### config.mk
export PLATFORM = sky130hd
export DESIGN_NAME = cen_mean_estimator
export DESIGN_NICKNAME = d
export VERILOG_FILES = /design/src/rtl/cen_mean_estimator.sv
export SDC_FILE = /design/constraint.sdc
export NUM_CORES = 1
export LEC_CHECK = 0
export ABC_AREA = 1
export BUFFER_PORTS_ARGS = -buffer_cell sky130_fd_sc_hd__buf_4
export CAP_MARGIN = 5
export CORE_MARGIN = 5
export CORE_UTILIZATION = 59
export DETAILED_ROUTE_END_ITERATION = 10
export GPL_TIMING_DRIVEN = 0
export PLACE_DENSITY = 0.82
export SLEW_MARGIN = 5
export SYNTH_ARGS = -nofsm -noshare
export SYNTH_HDL_FRONTEND = slang
export SYNTH_SLANG_ARGS = --single-unit
### constraint.sdc
create_clock -name clk -period 2.5 [get_ports clk]
set_input_delay 0.125 -clock clk [delete_from_list [all_inputs] [get_ports clk]]
set_output_delay 0.125 -clock clk [all_outputs]
set_load 0.01 [all_outputs]
### src/rtl/cen_mean_estimator.sv
// -----------------------------------------------------------------------------
// cen_mean_estimator
//
// Per-channel mean estimator for the 4-channel centering stage. After a GO
// pulse it sums N = 2^LOG2N qualified samples on each channel. It then writes
// floor(sum / N) to res1..res4. The results stay unchanged until the next run
// completes, so the downstream subtractor can keep using the old means while a
// new set is being gathered.
//
// Ports
//   clk            rising-edge clock
//   rst_n          asynchronous active-low reset
//   GO             start pulse, accepted only in IDLE or HOLD
//   En             sample-valid qualifier for x1_in..x4_in
//   x1_in..x4_in   unsigned channel samples, W bits
//   res1..res4     registered unsigned channel means, W bits
//   busy           high while accumulating or dividing
//   valid          high while res* holds the means of a completed run
//   done           one-cycle pulse when new means are written
// -----------------------------------------------------------------------------
module cen_mean_estimator #(
  parameter int W     = 26,
  parameter int LOG2N = 10
) (
  input  logic         clk,
  input  logic         rst_n,
  input  logic         GO,
  input  logic         En,
  input  logic [W-1:0] x1_in,
  input  logic [W-1:0] x2_in,
  input  logic [W-1:0] x3_in,
  input  logic [W-1:0] x4_in,
  output logic [W-1:0] res1,
  output logic [W-1:0] res2,
  output logic [W-1:0] res3,
  output logic [W-1:0] res4,
  output logic         busy,
  output logic         valid,
  output logic         done
);

  // The accumulators are LOG2N bits wider than a sample. This gives room for
  // N full-scale samples without overflow.
  localparam int AW = W + LOG2N;

  typedef enum logic [1:0] {IDLE, ACCUM, DIV, HOLD} state_t;

  state_t         state;
  state_t         next_state;
  logic [W-1:0]   x_vec [4];
  logic [AW-1:0]  acc   [4];
  logic [W-1:0]   res_q [4];
  logic [LOG2N-1:0] cnt;
  logic           start;
  logic           take;
  logic           last;

  assign x_vec[0] = x1_in;
  assign x_vec[1] = x2_in;
  assign x_vec[2] = x3_in;
  assign x_vec[3] = x4_in;

  assign res1 = res_q[0];
  assign res2 = res_q[1];
  assign res3 = res_q[2];
  assign res4 = res_q[3];

  assign start = ((state == IDLE) || (state == HOLD)) && GO;
  assign take  = (state == ACCUM) && En;
  // The counter reads N-1 (all ones) while the N-th sample is being taken.
  assign last  = take && (&cnt);

  // NOTE: state and datapath registers use non-blocking assignments only, so
  // every flop samples its inputs as they stood before the clock edge.
  always_ff @(posedge clk or negedge rst_n) begin
    if (!rst_n) begin
      state <= IDLE;
    end else begin
      state <= next_state;
    end
  end

  // NOTE: next_state gets a default before the case statement. As a result,
  // every path through the block assigns it, and synthesis does not infer a
  // latch.
  always_comb begin
    next_state = state;
    case (state)
      IDLE, HOLD: if (GO)   next_state = ACCUM;
      ACCUM:      if (last) next_state = DIV;
      DIV:                  next_state = HOLD;
      default:              next_state = IDLE;
    endcase
  end

  // NOTE: the small accumulator and result arrays are flops, not a RAM. They
  // are therefore reset explicitly, so a reset in the middle of a run throws
  // away the partial sums and leaves the outputs at zero.
  always_ff @(posedge clk or negedge rst_n) begin
    if (!rst_n) begin
      for (int k = 0; k < 4; k++) begin
        acc[k]   <= '0;
        res_q[k] <= '0;
      end
      cnt   <= '0;
      busy  <= 1'b0;
      valid <= 1'b0;
      done  <= 1'b0;
    end else begin
      if (start) begin
        for (int k = 0; k < 4; k++) acc[k] <= '0;
        cnt <= '0;
      end else if (take) begin
        for (int k = 0; k < 4; k++) acc[k] <= acc[k] + AW'(x_vec[k]);
        // Hold the count at N-1 on the final sample so it never wraps in a run.
        if (!last) cnt <= cnt + LOG2N'(1);
      end

      // Dropping the low LOG2N bits is the floor of sum / N.
      if (state == DIV) begin
        for (int k = 0; k < 4; k++) res_q[k] <= acc[k][AW-1:LOG2N];
      end

      if (start) begin
        valid <= 1'b0;
      end else if (state == DIV) begin
        valid <= 1'b1;
      end

      done <= (state == DIV);
      busy <= (next_state == ACCUM) || (next_state == DIV);
    end
  end

endmodule

==> impl_metrics.toml <==
[place]
gp_routability_congestion = 1.03
dpl_cell_area_um2 = 19400
place_ws_ns = -0.314
dp_hpwl_mm = 43.2
io_buffers = 214

[logic_synthesis]
synth-edff-count = 0
yosysSeqAreaShare = 0.382
yosys.area_share.simple = 0.338
ys_ff_latch = 263
synth_compound_area_frac = 0.132
synth_top_family_by_area = "simple AND/OR/NAND/NOR gates"
synth_cell_type_count = 45
yosysTopAreaCell = "dfrtp_1"
yosys-mux-area-fraction = 0
synthXorXnorAreaFrac = 0.00509
syn_area_um2 = 17200
synth.top_cell.area_share = 0.382
synth_cells = 2503
synthTopCellsByArea = "dfrtp_1, nand2_1, ha_1, a21oi_1, nor2_1"
synth.avg_cell_area_um2 = 6.88
async_flop_share = 1.00
synth_nets = 2722
synth_warnings = 0
ys.flop_type = "dfrtp_1"
synth_fa_ha_area_frac = 0.0824

[critical_path]
r2r_start = "state[0]"
path_class = "flop to flop"
cp-end-kind = "flop"
crit_required_ns = 2.89
r2r-end = "res1[21]"
r2r_cells = 8
arrival_ns = 2.80
worstPathMaxFanout = 10
crit_buf_inv = 5
path_depth = 8
startpoint = "state[0]"
path_cells = "inv_1, ha_1, buf_2, inv_1, clkbuf_2, clkbuf_1, nand2_1, o21ai_0"
crit_path_top_delay_cell = "buf_2"
crit_top_cell = "inv_1"
crit_family = "buffers and inverters"
r2r_slack_ns = 0.09
critPathCapture = "res1[21]"
cpPeakStageDelay_ns = 0.43
startpoint_type = "flop"

[hold_path]
hold-path-cell-count = 4
hp-class = "primary input to flop"

[cells_and_area]
fin_area_um2 = 20500
syn2layout_area_growth_pct = 18.9
drive_gt1_frac = 0.118
nNetsFinal = 2978
final_cell_mix = "nand2_1, dfrtp_1, nor2_1"
final_common_cell = "nand2_1"
final_core_util = 0.711
antenna_cells = 0

[timing]
tightestPinTransition_ns = 0.987
finalHoldViolCount = 0
fin_skew_ns = 0.0120
maxSlewHeadroom = 0.342
setup_violations = 0
min_period_ns = 2.41
rsz0062_at_grt = "false"
fin_crit_sh = 0.965
slew_viol_final = 0
holdWs_ns = 0.0312
timing.setup.tns_ns = 0
finalWorstSetupSlack_ns = 0.0887
max_freq_mhz = 415

[global_routing]
met1_usage = 0.474
grt_pass1_wl_mm = 91.0
antenna_found_initial = 0
overflow = 0
use_met3 = 0.0493
grt_max_degree = 120
grt_pass1_vias = 17422
grt.total_usage = 0.339
use_met2 = 0.548
busiest_layer = "met2"

[outcome]
status = "completed"

[drt]
vias = 18053
wl_per_cell_um = 18.0
drtPass1Iterations = 6
antenna_left = 0
drt_first_iter_violations = 1682
viasPerCell = 5.71
drc_errors = 0
wirelength_mm = 56.8

[clock_tree]
root_buffer = "clkbuf_16"
clkTransAtPathRegs_ns = 0.06
cts_tree = "yes"
numCtsBuffers = 29
clk-insertion-delay-late_ns = 0.55
htreeDepth = 1
clk_path_buf_depth = 3
clock-sinks = 263

[run]
max_cap_viol_count = 0

[floorplanning]
rows = 62
die_width_um = 181
pin_count = 215
core-area_um2 = 28800
start_util = 0.598
die_area_um2 = 32700
dieHeight_um = 181

[power_and_ir_drop]
ir_drop_v = 0.000695
power.density_nw_per_um2 = 1050
p_leak_nw = 11.2
kinds of logic (layout without fill, tap and decap cells):
group,Yosys count,after routing
AOI/OAI and AO/OA,427,427
buffers and inverters,265,542
xor gates and xnor gates,10,10
adders and majority gates,111,111
DFF,263,263
and+or+nand+nor,1427,1427
worst register-to-register path, cell delays in order (launching register included):
cell and delay [ns]:
dfrtp_1 0.41, inv_1 0.07, ha_1 0.17, buf_2 0.43, inv_1 0.16, clkbuf_2 0.41
clkbuf_1 0.38, nand2_1 0.12, o21ai_0 0.09
per-stage QoR:
stage	std cells	total power, W
finish	3164	0.0216
detailed placement	3103	0.0167
CTS	3164	0.0213
global route	3164	0.0232
floorplan	2503	0.0138
global placement	3101	0.0164
repair_timing:
| item | 4_1_cts | 5_1_grt |
|---|---|---|
| hold endpoints to repair | 272 | 0 |
| pin swaps | 0 | 0 |
| gates resized for setup | 2 | 14 |
| setup endpoints to repair | 110 | 84 |
| hold buffers | 9 | 0 |
| buffers inserted | 0 | 0 |
synthesized netlist by cell type, drive strengths merged (2+ instances only):
cell,number
xnor2,6
a21boi,4
buf,25
xor2,4
nand2,967
a22oi,2
clkbuf,30
o22ai,7
nor4,8
a32o,3
and2,4
nand4,14
dfrtp,263
o21ai,177
inv,209
nor2,236
a21oi,207
ha,107
or2,10
nor3,39
o31ai,3
o21bai,7
nand3b,22
fa,4
a21o,10
a22o,7
nand3,124
nor3b,3
registers in the layout, indices dropped and copies added, names as in the netlist:
register	flops
acc	144
res2	26
cnt	10
res4	26
res1	26
busy	1
done	1
res3	26
valid	1
state	2
worst min-delay path by stage:
stage	from	to
after floorplan	rst_n	acc[0]
after global placement	GO	state[0]
after detailed placement	rst_n	res3[3]
after CTS	x3_in[7]	acc[43]
after global routing	x3_in[16]	acc[52]
final	x3_in[7]	acc[43]
per-layer routing:
layer  vias to the layer above  part of all wire
met1                      8425              0.43
met2                       794              0.46
met3                       150             0.082
met4                         0             0.036
met5                         -                 0
li1                       8684                 -
where the power goes:
group	internal, W	switching, W
sequential	0.00533	0.00103
combinational	0.00358	0.00711
clock	0.00269	0.00181
total	0.0116	0.00996
cell type report:
class / count / area, um^2
flip-flops and latches: 263 / 6580
multi-input cells: 1975 / 9610
repair buffers: 225 / 1760
clock buffers: 38 / 810
inverters: 210 / 796
well taps: 384 / 480
clock inverters: 14 / 188
fillers: 2384 / 8300
plain buffers: 55 / 249
(Power assumes the default switching activity.)
